[src/rtl/mod_counter_pkg.sv]
// Shared constants and helpers for the modulo-N up/down counter family.
package mod_counter_pkg;

  localparam logic DIR_UP = 1'b1;
  localparam logic DIR_DN = 1'b0;

  // A divide-by-1 prescaler still needs a one-bit register to stay legal.
  function automatic int pre_width(input int div);
    return ($clog2(div) < 1) ? 1 : $clog2(div);
  endfunction

endpackage

[src/rtl/mod_counter_prescaler.sv]
// Enable prescaler: emits one tick per DIV enabled cycles and holds its phase while en is low.
module mod_counter_prescaler
  import mod_counter_pkg::*;
#(
  parameter int DIV = 1
) (
  input  logic clk,
  input  logic Rst,
  input  logic clr,
  input  logic en,
  output logic tick
);

  localparam int              PW   = pre_width(DIV);
  localparam logic [PW-1:0]   LAST = PW'(DIV - 1);

  logic [PW-1:0] pre;

  assign tick = en && (pre == LAST);

  always_ff @(posedge clk) begin
    if (Rst || clr) begin
      pre <= '0;
    end else if (tick) begin
      pre <= '0;
    end else if (en) begin
      pre <= pre + PW'(1);
    end
  end

endmodule

[src/rtl/mod_updown_counter.sv]
// Modulo-MOD up/down counter with prescaled enable, parallel load and tc/load_err pulses.
// Define MOD_COUNTER_SAT_EN to saturate at 0 and MOD-1 instead of wrapping.
module mod_updown_counter
  import mod_counter_pkg::*;
#(
  parameter int WIDTH = 3,
  parameter int MOD   = 8,
  parameter int DIV   = 1
) (
  input  logic             clk,
  input  logic             Rst,
  input  logic             en,
  input  logic             up_dn,
  input  logic             load,
  input  logic [WIDTH-1:0] load_val,
  output logic [WIDTH-1:0] out,
  output logic             tc,
  output logic             load_err
);

  localparam logic [WIDTH-1:0] MAX = WIDTH'(MOD - 1);

  logic             tick;
  logic [WIDTH-1:0] out_nxt;
  logic             tc_nxt;
  logic             err_nxt;

  mod_counter_prescaler #(.DIV(DIV)) u_pre (
    .clk  (clk),
    .Rst  (Rst),
    .clr  (load),
    .en   (en),
    .tick (tick)
  );

  // Bounds are compared explicitly so a MOD below 2**WIDTH never relies on overflow.
  always_comb begin
    out_nxt = out;
    tc_nxt  = 1'b0;
    err_nxt = 1'b0;
    if (load) begin
      if (load_val <= MAX) begin
        out_nxt = load_val;
      end else begin
        out_nxt = MAX;
        err_nxt = 1'b1;
      end
    end else if (tick) begin
      if (up_dn == DIR_UP) begin
        if (out == MAX) begin
          tc_nxt = 1'b1;
`ifdef MOD_COUNTER_SAT_EN
          out_nxt = MAX;
`else
          out_nxt = '0;
`endif
        end else begin
          out_nxt = out + WIDTH'(1);
        end
      end else begin
        if (out == '0) begin
          tc_nxt = 1'b1;
`ifdef MOD_COUNTER_SAT_EN
          out_nxt = '0;
`else
          out_nxt = MAX;
`endif
        end else begin
          out_nxt = out - WIDTH'(1);
        end
      end
    end
  end

  always_ff @(posedge clk) begin
    if (Rst) begin
      out      <= '0;
      tc       <= 1'b0;
      load_err <= 1'b0;
    end else begin
      out      <= out_nxt;
      tc       <= tc_nxt;
      load_err <= err_nxt;
    end
  end

endmodule
[config.mk]
export PLATFORM = sky130hd
export DESIGN_NAME = mod_updown_counter
export DESIGN_NICKNAME = d
export VERILOG_FILES = /design/src/rtl/mod_counter_pkg.sv /design/src/rtl/mod_counter_prescaler.sv /design/src/rtl/mod_updown_counter.sv
export SDC_FILE = /design/constraint.sdc
export NUM_CORES = 1
export LEC_CHECK = 0
export ABC_AREA = 1
export CAP_MARGIN = 20
export CORE_AREA = 2 2 39 41
export CTS_BUF_LIST = sky130_fd_sc_hd__clkbuf_16
export DETAILED_ROUTE_END_ITERATION = 10
export DIE_AREA = 0 0 41 43
export PLACE_DENSITY = 0.55
export SKIP_CTS_REPAIR_TIMING = 1
export SYNTH_ARGS = -nofsm -noshare
export SYNTH_HDL_FRONTEND = slang
export SYNTH_SLANG_ARGS = --single-unit
export TNS_END_PERCENT = 100
[constraint.sdc]
create_clock -name clk -period 1.24 [get_ports clk]
set_input_delay 0.248 -clock clk [delete_from_list [all_inputs] [get_ports clk]]
set_output_delay 0.248 -clock clk [all_outputs]
set_load 0.005 [all_outputs]
# After elaboration in Yosys (flattened, before gate mapping)

Index checks and enable logic that the tools add are counted.

Reductions and logical operators: 7
Multiply operators: 0
$add $sub $neg: 3
Magnitude comparators: 1
Mux-type cells: 10
Divide/modulo/power cells: 0
Equality and inequality tests: 1
Shift-type cells: 0
Bitwise logic cells: 3

Operator list:

| kind                  | count |
|---|---|
| $mux W3               | 6 |
| $mux W1               | 4 |
| $reduce_or A2 Y1      | 2 |
| $add A3 B1 Y3 const B | 1 |
| $eq A3 B3 Y1 const B  | 1 |
| $le A3 B3 Y1 const B  | 1 |
| $logic_not A3 Y1      | 1 |
| $not A1 Y1            | 3 |
| $reduce_or A3 Y1      | 1 |
| $sub A3 B1 Y3 const B | 1 |
| $reduce_bool A2 Y1    | 1 |
| $add A1 B1 Y1 const B | 1 |
| $logic_and A1 B1 Y1   | 1 |
| $logic_or A1 B1 Y1    | 1 |

ROM bits: 0
Bits in registers: 6
Bits in latches: 0
Bits in writable memories: 0
Memories: 0
Output and inout port bits: 5
Word-level logic and storage cells: 29

# Depth between registers and ports, before layout

Gate-level depths: netlist of run 1.

Depth in word-level cells: 5
Depth in mapped cells: 7
Depth with buffers taken out: 7

# By module

Synthesis of run 1 repeated with hierarchy kept, for this count alone.

Cells, all modules: 54
Area, all modules: 365.4 µm²

By module, submodules not included:

| module                | instances | seq. area each (µm²) | cells an instance | area an instance (µm²) |
|---|---|---|---|---|
| mod_updown_counter    | 1         | 100.1                | 46                | 319.1 |
| mod_counter_prescaler | 1         | 20.0                 | 8                 | 46.3 |

# Worst setup path before layout of run 1

No wires, ideal clock.

Path type: flip-flop to flip-flop
Start point: register out[0]
End point: register out[2]
Buffers on the path: 0
Stages on the path, launching flop included: 7
Arrival time: 1123 ps
Path slack: 48 ps
Clock period less this slack: 1192 ps
Cell sequence: dfxtp_1 inv_1 ha_1 ha_1 nand2_1 o211ai_1 a21oi_1

Longest elaborated chain between the ends: 5
Elaborated cells between the ends (all ways): 9
Those cells by class: add/sub (2); eq/ne (1); mux (5); reduce/logical (1)

RTL lines:

| what                                  | RTL line                                           | RTL |
|---|---|---|
| start, declared                       | mod_updown_counter.sv:16                           | `output logic [WIDTH-1:0] out,` |
| start signal, assigned                | mod_updown_counter.sv:81                           | `out <= out_nxt;` |
| $sub A3 B1 Y3 (tied with other cells) | mod_updown_counter.sv:69                           | `out_nxt = out - WIDTH'(1);` |
| $mux W3 (on tied branches)            | mod_updown_counter.sv:61, mod_updown_counter.sv:50 |  |
| $mux W3 (*)                           | mod_updown_counter.sv:49                           | `if (up_dn == DIR_UP) begin` |
| $mux W3 (*)                           | mod_updown_counter.sv:48                           | `end else if (tick) begin` |
| $mux W3 (*)                           | mod_updown_counter.sv:41                           | `if (load) begin` |

Every way passes the cells marked *; elsewhere a longest branch is shown, timed or not. The select of a mux whose other input is x is not followed.
A chain may end at the register's enable or synchronous reset.

# Final worst setup path of run 1

Start point: register out[0]
End point: output port out[0]

No word-level cell between the ends.

==> results of run 1 <==
final timing paths:
check	cells past startpoint	slack (ns)	startpoint	end
max	3	0.05	out[0]	out[0]
min	2	0.44	u_pre.pre	u_pre.pre
max reg2reg	7	0.07	out[0]	out[0]
min reg2reg	2	0.44	u_pre.pre	u_pre.pre
power by group:
part | switching (mW) | leakage, nW | internal, mW | total [mW]
registers | 0.0111 | 0.0504 | 0.208 | 0.219
logic | 0.0643 | 0.237 | 0.0816 | 0.146
clock network | 0.110 | 0.0370 | 0.414 | 0.524
total | 0.185 | 0.325 | 0.703 | 0.888
synthesized netlist by cell type, types with 2 or more instances:
master,count
inv_2,3
ha_1,4
nor2_1,4
inv_1,4
nand3_1,2
dfxtp_1,6
nor3_1,2
o21ai_1,2
nand2_1,7
a21oi_2,2
logic make-up after synthesis:
logic type                 synth area share, %
DFF                                       36.0
other                                     1.12
AOI/OAI and AO/OA                         14.2
adders and majority gates                 15.0
buffers and inverters                     7.86
muxes                                     3.00
and+or+nand+nor                           20.2
xor gates and xnor gates                  2.62
per-layer routing:
| layer | part of all wire [%] | track usage, % | vias to the layer above |
|---|---|---|---|
| li1 | - | - | 175 |
| met1 | 41 | 13.5 | 151 |
| met2 | 48 | 18.1 | 15 |
| met3 | 7.7 | 9.42 | 4 |
| met4 | 3.4 | 8.00 | 0 |
| met5 | 0 | 0 | - |
worst max-delay path: cells and delay by family, from the launching register on:
family,cells,cell delay (ns)
buf+inv,3,0.39
flops,1,0.33
final cells by class:
type	instances	area (um2)	share of cell area [%]
multi-input combinational	30	220	35.5
timing repair buffer	15	155	25.0
tap	16	20.0	3.23
clock buffer	3	75.1	12.1
sequential	6	124	20.0
inverter	7	26.3	4.23
registers in the layout, indices dropped and copies added (netlist names):
signal and flops:
u_pre.pre 1, out 3, tc 1, load_err 1
stage by stage:
step / instances / setup slack, ns
final: 77 / 0.0481
after global routing: 77 / 0.00381
after CTS: 75 / -0.223
after detailed placement: 72 / -0.0769
after global placement: 72 / -0.0623
after floorplan: 43 / 0.0477
==> flow_metrics.env, run 1 <==
export IMPL_via_count=345
export IMPL_worstSkewPairLatency_ns=0.23
export IMPL_die_area_um2=1760
export IMPL_status="completed"
export IMPL_syn_inst=43
export IMPL_finalHoldViolations=0
export IMPL_antenna_cells=0
export IMPL_clk_path_buf_depth=2
export IMPL_synth_area_leaders="dfxtp_1 (36%), ha_1 (15%), nand2_1 (7.9%)"
export IMPL_crit_path_end_kind="output pin"
export IMPL_yosysWarnings=0
export IMPL_arrival_ns=0.94
export IMPL_slowest_stage="dfxtp_2"
export IMPL_fin_util_pct=44.8
export IMPL_synth_cell_types=17
export IMPL_grt_pass1_wl_um=1390
export IMPL_crit_fanout=4
export IMPL_place_hpwl_um=614
export IMPL_hold_path_class="reg -> reg"
export IMPL_synth_ff_type="dfxtp_1"
export IMPL_post_drt_via_cell_ratio=4.48
export IMPL_whs_ns=0.444
export IMPL_initial_utilization_pct=24.1
export IMPL_drive_gt1_share_pct=32.8
export IMPL_synth_edf_count=0
export IMPL_grt_usage_pct=13.1
export IMPL_drv_cap=0
export IMPL_grt_max_degree=9
export IMPL_yosysTopAreaCell="dfxtp_1"
export IMPL_die_width_um=41
export IMPL_p_leak_nw=0.325
export IMPL_gr_total_overflow=0
export IMPL_tns_ns=0
export IMPL_synth_top_area_share_pct=36.0
export IMPL_vdd_drop_max_uv=1170
export IMPL_numCtsBuffers=3
export IMPL_ios=13
export IMPL_pwr_density_cell_nw_per_um2=1430
export IMPL_core_um2=1380
export IMPL_syn_avg_cell_area_um2=7.77
export IMPL_port_buffer_count=12
export IMPL_nFillCells=137
export IMPL_max_freq_ghz=0.839
export IMPL_period_share_pct=96.1
export IMPL_async_flop_share_pct=0
export IMPL_syn_nets=55
export IMPL_ys_ff_latch=6
export IMPL_wl_um=910
export IMPL_place_area_um2=482
export IMPL_htree_levels=1
export IMPL_drc=0
export IMPL_clkSinkCount=6
export IMPL_critPathMaxStageDelay_ns=0.33
export IMPL_drtIter0Drc=6
export IMPL_fin_nets=75
export IMPL_cp_cell_sequence="buf_4, buf_4, dlymetal6s2s_1"
export IMPL_period_minus_slack_ns=1.19
export IMPL_clkSlewWorstSetupHoldPaths_ns=0.03
export IMPL_setup_viol=0
export IMPL_layout_common_cells="nand2_1 (7), clkdlybuf4s50_1 (7), dlymetal6s2s_1 (5)"
export IMPL_antenna_found_initial=0
export IMPL_critPathKind="reg -> out"
export IMPL_ant_nets=0
export IMPL_routabilityCongestion=0.719
export IMPL_crit_top_cell="buf_4"
export IMPL_cts_root_buf="clkbuf_16"
export IMPL_netlist_area_um2=334
export IMPL_finish_instance_area_um2=621
export IMPL_cp_required_ns=0.99
export IMPL_yosysSeqAreaShare_pct=36.0
export IMPL_finClkSkew_ns=0.00245
export IMPL_area_delta_synth_final_pct=85.8
export IMPL_die_h_um=43
export IMPL_wl_per_cell_um=11.8
export IMPL_rsz0062_at_grt="false"
export IMPL_drtPass1Iterations=4
export IMPL_cts_tree="built"
export IMPL_p_total_mw=0.888
export IMPL_slew_viol_final=0
export IMPL_cp_start_kind="flip-flop"
export IMPL_grt_pass1_vias=335
export IMPL_num_rows=14
Note: power is estimated with default switching activity, not from simulation.
==> run 2: changes to the inputs <==
CELL_PAD_IN_SITES_DETAIL_PLACEMENT = 0   (was unset)
CELL_PAD_IN_SITES_GLOBAL_PLACEMENT = 1   (was unset)
PLACE_DENSITY = 0.71   (was 0.55)
clock period = 1.45 ns   (was 1.24 ns; I/O delays follow)
==> run 2 against run 1 <==
Flip-flop and latch count stayed put. Register-to-register slack better by 0.08 ns. Sequential share of layout area is 2.3 points higher. Worst setup slack worse by 0.0084 ns. Largest cell class unchanged. Combinational power is 28% lower. Count of clock-buffer cells in the layout stayed put.
==> flow_metrics.env, run 2 (same netlist as run 1, synthesis figures left out) <==
export IMPL_wl_met3_um=53
export IMPL_rsz0062_at_grt="false"
export IMPL_clk_path_buf_depth=2
export IMPL_clkSlewWorstSetupHoldPaths_ns=0.03
export IMPL_final_common_cell="clkdlybuf4s50_1"
export IMPL_swShare_pct=20.4
export IMPL_drive_gt1_share_pct=19.0
export IMPL_gr_total_overflow=0
export IMPL_clkPwrFrac_pct=60.7
export IMPL_ios=13
export IMPL_critPathKind="reg -> out"
export IMPL_routabilityCongestion=0.730
export IMPL_timing_rr_start="out[0]"
export IMPL_antenna_found_initial=0
export IMPL_p_sw_mw=0.151
export IMPL_max_freq_ghz=0.709
export IMPL_drv_cap=0
export IMPL_post_drt_via_cell_ratio=4.43
export IMPL_arrival_ns=1.12
export IMPL_status="completed"
export IMPL_layout_common_cells="clkdlybuf4s50_1 (12), nand2_1 (7)"
export IMPL_cp_start_kind="flip-flop"
export IMPL_wl_met2_um=371
export IMPL_drtIter0Drc=15
export IMPL_rr_worst_depth=6
export IMPL_vdd_drop_max_uv=772
export IMPL_cell_internal_pwr_mw=0.590
export IMPL_grt_pass1_vias=323
export IMPL_antenna_cells=0
export IMPL_fin_util_pct=39.9
export IMPL_hold_path_end="u_pre.pre"
export IMPL_wl_met1_um=334
export IMPL_tns_ns=0
export IMPL_setup_viol=0
export IMPL_grt_max_degree=9
export IMPL_drc=0
export IMPL_cts_tree="built"
export IMPL_routed_top_layer="met4"
export IMPL_reg2reg_setup_slack_ns=0.15
export IMPL_p_comb_share_pct=14.2
export IMPL_place_hpwl_um=565
export IMPL_p_total_mw=0.741
export IMPL_grt_usage_pct=12.0
export IMPL_crit_fanout=4
export IMPL_via_count=328
export IMPL_period_minus_slack_ns=1.41
export IMPL_whs_ns=0.440
export IMPL_wl_per_cell_um=10.4
export IMPL_p_seq_share_pct=25.2
export IMPL_period_share_pct=97.3
export IMPL_finalHoldViolations=0
export IMPL_largest_reg_flops=3
export IMPL_wl_um=772
export IMPL_drtPass1Iterations=2
export IMPL_largest_register="out"
export IMPL_cts_root_buf="clkbuf_16"
export IMPL_critPathMaxStageDelay_ns=0.52
export IMPL_numCtsBuffers=3
export IMPL_core_um2=1380
export IMPL_num_rows=14
export IMPL_hold_path_class="reg -> reg"
export IMPL_min_path_cells=2
export IMPL_hold_start="u_pre.pre"
export IMPL_critPathTopFamily="buffers and inverters"
export IMPL_port_buffer_count=12
export IMPL_cp_buffers_inverters=1
export IMPL_clkSinkCount=6
export IMPL_initial_utilization_pct=24.1
export IMPL_r2r_end="out[2]"
export IMPL_finClkSkew_ns=0.00141
export IMPL_cp_cell_sequence="clkdlybuf4s50_1"
export IMPL_slew_viol_final=0
export IMPL_die_width_um=41
export IMPL_crit_path_end_kind="output pin"
export IMPL_slowest_stage="clkdlybuf4s50_1"
export IMPL_ant_nets=0
export IMPL_worstSkewPairLatency_ns=0.23
export IMPL_fin_nets=72
export IMPL_area_delta_synth_final_pct=65.2
export IMPL_htree_levels=1
export IMPL_pwr_density_cell_nw_per_um2=1340
export IMPL_p_leak_nw=0.242
export IMPL_die_h_um=43
export IMPL_cp_required_ns=1.16
export IMPL_die_area_um2=1760
export IMPL_grt_pass1_wl_um=1290
## run 2: cell count changes in the layout (fill, tap and decap cells not counted), sizes merged
| cell | before | now |
|---|---|---|
| buf | 3 | 0 |
| clkdlybuf4s50 | 7 | 12 |
| dlymetal6s2s | 5 | 0 |
## run 2: final cells by class
cell class / count / area (um2)
timing repair buffer: 12 / 120
sequential: 6 / 123
multi-input combinational: 30 / 188
fill: 149 / 832
tap: 16 / 20.0
inverter: 7 / 26.3
clock buffer: 3 / 75.1
## run 2: power by group through the flow
| stage | combinational (mW) | sequential, mW | clock [mW] |
|---|---|---|---|
| 2_1_floorplan | 0.0505 | 0.187 | 0 |
| 5_1_grt | 0.118 | 0.188 | 0.469 |
| 4_1_cts | 0.106 | 0.186 | 0.457 |
| 3_5_place_dp | 0.103 | 0.188 | 0 |
| 3_3_place_gp | 0.106 | 0.188 | 0 |
| 6_report | 0.105 | 0.186 | 0.450 |
## run 2: worst max-delay path by stage
stage / startpoint / endpoint / slack, ns / cells after the start
floorplan: out[0] / out[2] / 0.26 / 6
global placement: load / out[0] / 0.13 / 6
detailed placement: load / out[0] / 0.14 / 6
CTS: out[2] / out[2] / 0.005 / 1
global route: out[0] / out[0] / 0.01 / 1
finish: out[0] / out[0] / 0.04 / 1
## run 2: metrics by stage
step	setup WS, ns	area (um2)	instances
6_report	0.0397	552	74
5_1_grt	0.0122	552	74
4_1_cts	0.00534	549	74
3_5_place_dp	0.142	474	71
3_3_place_gp	0.125	474	71
2_1_floorplan	0.258	334	43
## run 2: layer usage
metal | up-vias | track usage (%)
met5 | - | 0
met3 | 2 | 7.85
met1 | 145 | 12.9
met4 | 0 | 8.00
li1 | 170 | -
met2 | 11 | 16.3
